--- config.mk ---
export PLATFORM = sky130hd
export DESIGN_NAME = tt_proj_mux_ctrl
export DESIGN_NICKNAME = d
export VERILOG_FILES = /design/src/rtl/tt_proj_mux_ctrl.sv
export SDC_FILE = /design/constraint.sdc
export NUM_CORES = 1
export LEC_CHECK = 0
export ABC_AREA = 1
export CELL_PAD_IN_SITES_DETAIL_PLACEMENT = 0
export CELL_PAD_IN_SITES_GLOBAL_PLACEMENT = 1
export CORE_AREA = 2 2 181 183
export CTS_BUF_LIST = sky130_fd_sc_hd__clkbuf_16
export CTS_CLUSTER_DIAMETER = 60
export DETAILED_ROUTE_END_ITERATION = 10
export DIE_AREA = 0 0 183 185
export PLACE_DENSITY_LB_ADDON = 0.1
export SETUP_SLACK_MARGIN = 0.2
export SLEW_MARGIN = 20
export SYNTH_ARGS = -nofsm -noshare
export SYNTH_HDL_FRONTEND = slang
export SYNTH_SLANG_ARGS = --single-unit
--- constraint.sdc ---
create_clock -name clk -period 3.1 [get_ports clk]
set_input_delay 0.31 -clock clk [delete_from_list [all_inputs] [get_ports clk]]
set_output_delay 0.31 -clock clk [all_outputs]
set_load 0.05 [all_outputs]
--- src/rtl/tt_proj_mux_ctrl.sv ---
// Purpose: shares one pad interface among N_PROJ project wrappers; owns the project select counter and the guard/reset-hold sequencing on every switch.
// Latency: a control pad edge takes effect 3 clk later; proj_ena/active are registered, proj_iw/pad_ow are combinational from state.
// Backpressure: none; the pads are free-running levels/edges and every wrapper output is simply muxed.
module tt_proj_mux_ctrl #(
    parameter int N_PROJ    = 16,
    parameter int SEL_W     = 4,
    parameter int GUARD_CYC = 4,
    parameter int RST_HOLD  = 8
) (
    input  logic                 clk,
    input  logic                 rst,
    input  logic                 ctrl_sel_rst,
    input  logic                 ctrl_sel_inc,
    input  logic                 ctrl_ena,
    input  logic [17:0]          pad_iw,
    output logic [23:0]          pad_ow,
    output logic [N_PROJ-1:0]    proj_ena,
    output logic [17:0]          proj_iw,
    input  logic [N_PROJ*24-1:0] proj_ow,
    output logic [SEL_W-1:0]     sel_cur,
    output logic                 active
);

    typedef enum logic [1:0] {
        IDLE  = 2'd0,
        GUARD = 2'd1,
        HOLD  = 2'd2,
        RUN   = 2'd3
    } state_t;

    localparam logic [8:0]       GUARD_LD = 9'(GUARD_CYC - 1);
    localparam logic [8:0]       HOLD_LD  = 9'(RST_HOLD - 1);
    localparam logic [SEL_W-1:0] SEL_MAX  = SEL_W'(N_PROJ - 1);

    // Synchroniser stages for the asynchronous control pads
    logic s_rst_m, s_rst;
    logic s_inc_m, s_inc, s_inc_d;
    logic s_ena_m, s_ena;
    logic inc_pulse;

    state_t             state, state_nxt;
    logic [8:0]         cnt, cnt_nxt;
    logic [SEL_W-1:0]   sel_nxt;
    logic               sel_change;
    logic [N_PROJ-1:0]  ena_nxt;

    // Two-flop synchronisers plus a delay flop for increment edge detection
    always_ff @(posedge clk) begin
        if (rst) begin
            s_rst_m <= 1'b0;
            s_rst   <= 1'b0;
            s_inc_m <= 1'b0;
            s_inc   <= 1'b0;
            s_inc_d <= 1'b0;
            s_ena_m <= 1'b0;
            s_ena   <= 1'b0;
        end else begin
            s_rst_m <= ctrl_sel_rst;
            s_rst   <= s_rst_m;
            s_inc_m <= ctrl_sel_inc;
            s_inc   <= s_inc_m;
            s_inc_d <= s_inc;
            s_ena_m <= ctrl_ena;
            s_ena   <= s_ena_m;
        end
    end

    assign inc_pulse = s_inc & ~s_inc_d;

    // Next select value: clear beats increment; increment wraps at N_PROJ-1
    always_comb begin
        sel_nxt = sel_cur;
        if (s_rst) begin
            sel_nxt = '0;
        end else if (inc_pulse) begin
            sel_nxt = (sel_cur == SEL_MAX) ? '0 : sel_cur + SEL_W'(1);
        end
    end

    // A clear of an already-zero counter is not a change
    assign sel_change = (sel_nxt != sel_cur);

    // Select counter register
    always_ff @(posedge clk) begin
        if (rst) begin
            sel_cur <= '0;
        end else begin
            sel_cur <= sel_nxt;
        end
    end

    // Sequencer: disable beats a select change; guard and hold share one down-counter
    always_comb begin
        state_nxt = state;
        cnt_nxt   = cnt;
        unique case (state)
            IDLE: begin
                if (s_ena) begin
                    state_nxt = GUARD;
                    cnt_nxt   = GUARD_LD;
                end
            end
            GUARD: begin
                if (!s_ena) begin
                    state_nxt = IDLE;
                end else if (sel_change) begin
                    cnt_nxt = GUARD_LD;
                end else if (cnt == 9'd0) begin
                    state_nxt = HOLD;
                    cnt_nxt   = HOLD_LD;
                end else begin
                    cnt_nxt = cnt - 9'd1;
                end
            end
            HOLD: begin
                if (!s_ena) begin
                    state_nxt = IDLE;
                end else if (sel_change) begin
                    state_nxt = GUARD;
                    cnt_nxt   = GUARD_LD;
                end else if (cnt == 9'd0) begin
                    state_nxt = RUN;
                end else begin
                    cnt_nxt = cnt - 9'd1;
                end
            end
            RUN: begin
                if (!s_ena) begin
                    state_nxt = IDLE;
                end else if (sel_change) begin
                    state_nxt = GUARD;
                    cnt_nxt   = GUARD_LD;
                end
            end
            default: begin
                state_nxt = IDLE;
            end
        endcase
    end

    // Sequencer state and shared counter
    always_ff @(posedge clk) begin
        if (rst) begin
            state <= IDLE;
            cnt   <= '0;
        end else begin
            state <= state_nxt;
            cnt   <= cnt_nxt;
        end
    end

    // Enable decode from the upcoming state so the registered enable lines up with state
    always_comb begin
        ena_nxt = '0;
        if (state_nxt == HOLD || state_nxt == RUN) begin
            for (int k = 0; k < N_PROJ; k++) begin
                if (sel_nxt == SEL_W'(k)) begin
                    ena_nxt[k] = 1'b1;
                end
            end
        end
    end

    // Registered enables and run indicator
    always_ff @(posedge clk) begin
        if (rst) begin
            proj_ena <= '0;
            active   <= 1'b0;
        end else begin
            proj_ena <= ena_nxt;
            active   <= (state_nxt == RUN);
        end
    end

    // Input word gating: nothing in IDLE/GUARD, project reset held low during HOLD
    always_comb begin
        proj_iw = '0;
        if (state == HOLD) begin
            proj_iw = pad_iw & ~18'h00002;
        end else if (state == RUN) begin
            proj_iw = pad_iw;
        end
    end

    // Output word steering from the selected wrapper while it is enabled
    always_comb begin
        pad_ow = '0;
        if (state == HOLD || state == RUN) begin
            for (int k = 0; k < N_PROJ; k++) begin
                if (sel_cur == SEL_W'(k)) begin
                    pad_ow = proj_ow[k*24 +: 24];
                end
            end
        end
    end

endmodule

==> impl_metrics.json, run 1 <==
{
  "clock_latency_ns": 0.28,
  "synth_top_family_by_area": "simple AND/OR/NAND/NOR gates",
  "grt_pass1_wl_um": 57500,
  "grt_usage": 0.225,
  "r2r_slack_ns": 0.61,
  "period_needed_ns": 2.92,
  "coreArea_mm2": 0.0320,
  "ys_types": 45,
  "vias": 9569,
  "cts_htree_levels": 2,
  "dp.final_hpwl_um": 32100,
  "rsz0062_at_grt": "yes",
  "area_growth_pct": 112,
  "synthCells": 1240,
  "yosys.area_share.adder": 0.0201,
  "crit_end": "pad_ow[19]",
  "num_rows": 66,
  "hold_viol": 0,
  "setup_viol": 0,
  "cts_tree": "done",
  "path_class": "reg2out",
  "clk_path_buf_depth": 2,
  "worstHoldStart": "s_rst_m",
  "boundaryPins": 470,
  "die_h_um": 185,
  "fin_tns_setup_ns": 0,
  "synth_top_area_share": 0.245,
  "clock_sinks": 39,
  "irDropWorstVdd_mv": 0.264,
  "rr_endpoint": "cnt[8]",
  "p_per_area_mw_per_mm2": 294,
  "ant_nets": 0,
  "cp-startpoint": "sel_cur[0]",
  "required_ns": 2.79,
  "power_uw": 3880,
  "avgSynthCellArea_um2": 5.02,
  "synth.most_common_cell": "nand2_1",
  "drt_wl_total_um": 40500,
  "synth_area_leaders": "nand2_1, nand3_1, dfxtp_1, nor2_1, inv_1",
  "synth_seq_area_share": 0.125,
  "grt_start_max_net_pins": 45,
  "nets": 2134,
  "globalplace.congestion": 0.846,
  "synth_ff_type": "dfxtp_1",
  "ys_warn_count": 0,
  "synth-simple-area-share": 0.580,
  "syn_area_mm2": 0.00622,
  "p_leak_uw": 0.00571,
  "die_w_um": 183,
  "tightest_slew_ns": 0.623,
  "clockRootBuffer": "clkbuf_16",
  "path_max_fanout": 10,
  "ys_top_cells_by_count": "nand2_1, nor2_1, nand3_1",
  "finalClockSkew_ns": 0.00577,
  "vias_per_cell": 4.48,
  "start_util": 0.194,
  "port_buffers": 469,
  "antenna_found_initial": 6,
  "cts_buffers": 5,
  "post_drt_wl_per_cell_um": 19.0,
  "synth_edf_count": 0,
  "cap_violations": 0,
  "yosysTopAreaCell": "nand2_1",
  "drcViolationCount": 0,
  "endpoint_kind": "primary output",
  "syn_nets": 1657,
  "grt.overflow.total": 0,
  "async_flop_share": 0,
  "critPathLaunchType": "register",
  "drt_first_pass_iters": 5,
  "rr_worst_depth": 9,
  "dieArea_mm2": 0.0339,
  "drt_iter0_markers": 416,
  "timing.fmax_mhz": 343,
  "fin_crit_sh": 0.941,
  "synthXorXnorAreaFrac": 0.00845,
  "drv_slew": 0,
  "worstPathArrival_ns": 2.61,
  "clkTransAtPathRegs_ns": 0.06,
  "muxShareOfSynthArea": 0,
  "slew_headroom": 0.583,
  "grt_pass1_vias": 9414,
  "outcome": "completed",
  "ys_ff_latch": 39,
  "crit-reg2reg-launch": "state[0]",
  "drive_above_1_share": 0.185,
  "synth_compound_area_frac": 0.136,
  "hold_path.class": "reg2reg"
}
==> layout make-up <==
class | instances | area (um^2)
Fill cell | 3526 | 18800
Timing Repair Buffer | 537 | 5820
Multi-Input combinational cell | 1001 | 5370
Sequential cell | 39 | 786
Inverter | 133 | 518
Tap cell | 408 | 510
Clock buffer | 5 | 125
Clock inverter | 3 | 63.8
Antenna cell | 8 | 20.0
==> cell families after synthesis <==
family	count (synthesis)
AOI/OAI and AO/OA	145
DFF	39
buffers and inverters	200
and+or+nand+nor	840
xor gates and xnor gates	6
adders and majority gates	10
==> how the worst min path moves through the flow <==
stage	end	slack (ns)	depth (start not counted)
2_1_floorplan	cnt[7]	0.38	1
3_3_place_gp	s_ena	0.40	2
3_5_place_dp	s_rst	0.40	2
4_1_cts	s_rst	0.41	2
5_1_grt	s_rst	0.42	2
6_report	s_rst	0.40	2
==> worst max-delay path, cell delays in order (launching register included) <==
cell and delay (ns):
dfxtp_4 0.37, inv_4 0.08, ha_4 0.14, inv_2 0.05, nor2_4 0.08, buf_4 0.12
buf_12 0.12, nand3_1 0.08, nand3_2 0.10, nand2_1 0.07, nand2_2 0.09, nand2_1 0.06
nand2_1 0.08, nand2_1 0.07, nand3_1 0.07, nand2_1 0.05, nand3_1 0.10, nand3_1 0.11
nand3_1 0.10, nand2_1 0.08, a21oi_4 0.15, buf_12 0.15
==> flip-flops by register name, indices dropped and copies added, names as in the netlist <==
| signal | count |
|---|---|
| s_inc | 1 |
| active | 1 |
| s_inc_d | 1 |
| state | 2 |
| s_ena | 1 |
| proj_ena | 16 |
| sel_cur | 4 |
| cnt | 9 |
| s_rst_m | 1 |
| s_inc_m | 1 |
| s_ena_m | 1 |
| s_rst | 1 |
==> layer usage <==
metal	routed length, um	up-vias	track usage	share of wire
met5	0	-	0	0
met4	888	0	0.0624	0.022
met1	16700	4276	0.272	0.41
met3	2990	38	0.0499	0.074
met2	19800	391	0.400	0.49
li1	-	4864	-	-
==> where the power goes <==
part / switching, uW / leakage, uW / total (uW) / internal [uW]
combinational: 1460 / 0.00530 / 2650 / 1200
sequential: 33.9 / 0.000318 / 573 / 540
clock: 201 / 0.0000953 / 659 / 458
total: 1690 / 0.00571 / 3880 / 2190
==> through the flow <==
stage	util	cells	hold slack, ns	instance area (um^2)	worst slack, ns
final	0.412	2134	0.398	13200	0.182
after floorplan	-	1240	0.383	6450	0.122
after detailed placement	0.374	2088	0.401	12000	0.160
after global placement	0.374	2088	0.402	12000	0.166
after global routing	0.412	2132	0.421	13200	-0.0135
after CTS	0.401	2117	0.406	12900	0.183
==> cell usage in the layout (no fill, tap or decap), types with 8 or more instances in the layout <==
cell type,n
a21oi_1,55
a21oi_4,21
buf_12,37
buf_16,8
buf_4,40
clkdlybuf4s50_1,445
dfxtp_1,37
diode_2,8
inv_1,115
inv_2,11
nand2_1,349
nand2_2,57
nand3_1,110
nand3_2,54
nor2_1,200
nor2_4,10
o21ai_0,45
or2_2,21
==> what timing repair did <==
item	in CTS	in global routing
resized for setup	102	57
hold buffers	0	0
gates cloned	8	2
pin swaps	29	28
endpoints found under the setup margin	24	25
buffers inserted	13	7
Note: power is estimated with default switching activity, not from simulation.
==> run 2, diff against run 1 <==
RECOVER_POWER = 50   (was not set)
SETUP_SLACK_MARGIN = 0.5   (was 0.2)
==> run 2 against run 1 <==
Worst setup slack improved by 0.011 ns. Hold slack gained 0.0069 ns. Die area unchanged. Critical path depth decreased by 2. Sequential cell count unchanged. Sequential share of layout area is 0.066 points higher. Via count shrank 1.5%. Clock power fell by 26%. Combinational power barely moved. Power shrank 4.2%. Register-to-register slack got worse by 0.12 ns.
==> impl_metrics.json, run 2 (synthesis results as in run 1) <==
{
  "top_register": "proj_ena",
  "ant_nets": 0,
  "clkTransAtPathRegs_ns": 0.06,
  "slowest_delay_ns": 0.39,
  "crit_top_cell": "nand2_1",
  "p_leak_uw": 0.00587,
  "port_buffers": 469,
  "top_regs": "proj_ena: 16 flops, cnt: 9 flops, sel_cur: 4 flops",
  "clock_sinks": 39,
  "seq_area_um2": 796,
  "critPathLaunchType": "register",
  "drt_iter0_markers": 412,
  "fin_tns_setup_ns": 0,
  "period_needed_ns": 2.91,
  "grt_pass1_wl_um": 57300,
  "worstPathArrival_ns": 2.60,
  "fin_crit_sh": 0.938,
  "cts_tree": "done",
  "cap_violations": 0,
  "vias": 9425,
  "grt.overflow.total": 0,
  "globalplace.congestion": 0.924,
  "die_w_um": 183,
  "whs_ns": 0.405,
  "drt_first_pass_iters": 5,
  "outcome": "completed",
  "num_rows": 66,
  "fill_cells": 3488,
  "hold_buffers": 0,
  "path_class": "reg2out",
  "tightest_slew_ns": 1.12,
  "dieArea_mm2": 0.0339,
  "start_util": 0.194,
  "slew_headroom": 0.252,
  "worstPathCellList": "inv_4, ha_4, buf_4, nand3_4, buf_12, clkbuf_16, nor2_1, nor2_1, nand2_1, nand2_1, nand2_1, nand3_2, nand2_1, nand3_1, nand3_2, nand3_2, nand2_2, a21oi_4, buf_12",
  "antenna_found_initial": 8,
  "die_h_um": 185,
  "hold_viol": 0,
  "cp_slowest_cell": "dfxtp_4",
  "p_per_area_mw_per_mm2": 281,
  "post_drt_wl_per_cell_um": 19.0,
  "area_growth_pct": 113,
  "required_ns": 2.79,
  "grt_usage": 0.224,
  "drv_slew": 0,
  "drcViolationCount": 0,
  "setup_viol": 0,
  "clk_path_buf_depth": 2,
  "grt_start_max_net_pins": 49,
  "coreArea_mm2": 0.0320,
  "cts_buffers": 5,
  "finalNonFillerCells": 2131,
  "final_common_cell": "clkdlybuf4s50_1",
  "boundaryPins": 470,
  "clockRootBuffer": "clkbuf_16",
  "grt_pass1_vias": 9268,
  "cts_htree_levels": 2,
  "layout_common_cells": "clkdlybuf4s50_1, nand2_1, nor2_1",
  "path_max_fanout": 8,
  "vias_per_cell": 4.42,
  "dp.final_hpwl_um": 32400,
  "endpoint_kind": "primary output",
  "drt_wl_total_um": 40500,
  "timing.fmax_mhz": 344,
  "largest_register_ffs": 16,
  "hold_path.class": "reg2reg",
  "dpl.cell_count": 2080,
  "nets": 2130,
  "clock_latency_ns": 0.28,
  "multi_input_area_mm2": 0.00550,
  "irDropWorstVdd_mv": 0.256,
  "finalClockSkew_ns": 0.00399,
  "rsz0062_at_grt": "yes",
  "drive_above_1_share": 0.196
}
==> run 2: cell count changes in the layout (fill, tap and decap cells not counted), sizes merged, moves of 2 or more <==
cell / previous run / this run
buf: 90 / 81
bufbuf: 0 / 2
bufinv: 2 / 0
clkbuf: 7 / 12
clkdlybuf4s50: 445 / 405
dlygate4sd2: 0 / 15
dlygate4sd3: 0 / 22
==> run 2: metal layers <==
metal,vias to the layer above,GRT usage,share of wire
met4,2,0.0451,0.017
met2,317,0.408,0.50
li1,4860,-,-
met5,-,0,0.00027
met1,4213,0.270,0.41
met3,33,0.0492,0.069
==> run 2: power breakdown <==
| group | total (uW) | switching [uW] | internal (uW) |
|---|---|---|---|
| Sequential | 573 | 35.6 | 537 |
| Combinational | 2660 | 1480 | 1180 |
| Clock | 486 | 193 | 293 |
| Total | 3720 | 1710 | 2010 |
==> run 2: worst paths after layout <==
check,start,endpoint,slack [ns],depth (start not counted)
hold / removal,s_rst_m,s_rst,0.40,2
setup / recovery,sel_cur[0],pad_ow[14],0.19,19
setup reg to reg,state[0],cnt[8],0.49,9
hold reg to reg,s_rst_m,s_rst,0.40,2
==> run 2: layout make-up <==
class,instances,share of cell area
timing repair buffer,532,0.433
sequential,39,0.0601
antenna,9,0.00170
tap,408,0.0386
clock buffer,5,0.00945
multi-input combinational,1002,0.416
inverter,133,0.0399
clock inverter,3,0.00123
==> run 2: timing repair <==
item,in CTS,in global routing
gates resized for setup,128,88
pin swaps,26,41
cloned,8,3
endpoints found under the setup margin,41,36
setup buffers,18,5
==> run 2: stage by stage <==
step	power [uW]	instance area [um^2]	utilization	setup slack (ns)
2_1_floorplan	1930	6480	-	0.503
3_3_place_gp	3140	12000	0.373	0.162
3_5_place_dp	3140	12000	0.373	0.151
4_1_cts	3710	12800	0.399	0.102
5_1_grt	3980	13200	0.413	0.0146
6_report	3720	13200	0.413	0.194
==> run 2: critical path, delay by kind of cell (launching register included) <==
family | cells | cell delay, ns
adders and majority gates | 1 | 0.16
buffers and inverters | 5 | 0.65
and+or+nand+nor | 12 | 0.96
AOI/OAI and AO/OA | 1 | 0.15
DFF | 1 | 0.39
==> run 3, diff against run 2 <==
HOLD_SLACK_MARGIN = 0.08   (was not set)
==> results of run 3 <==
No change in the layout: final DEF, timing and power equal those of run 2.
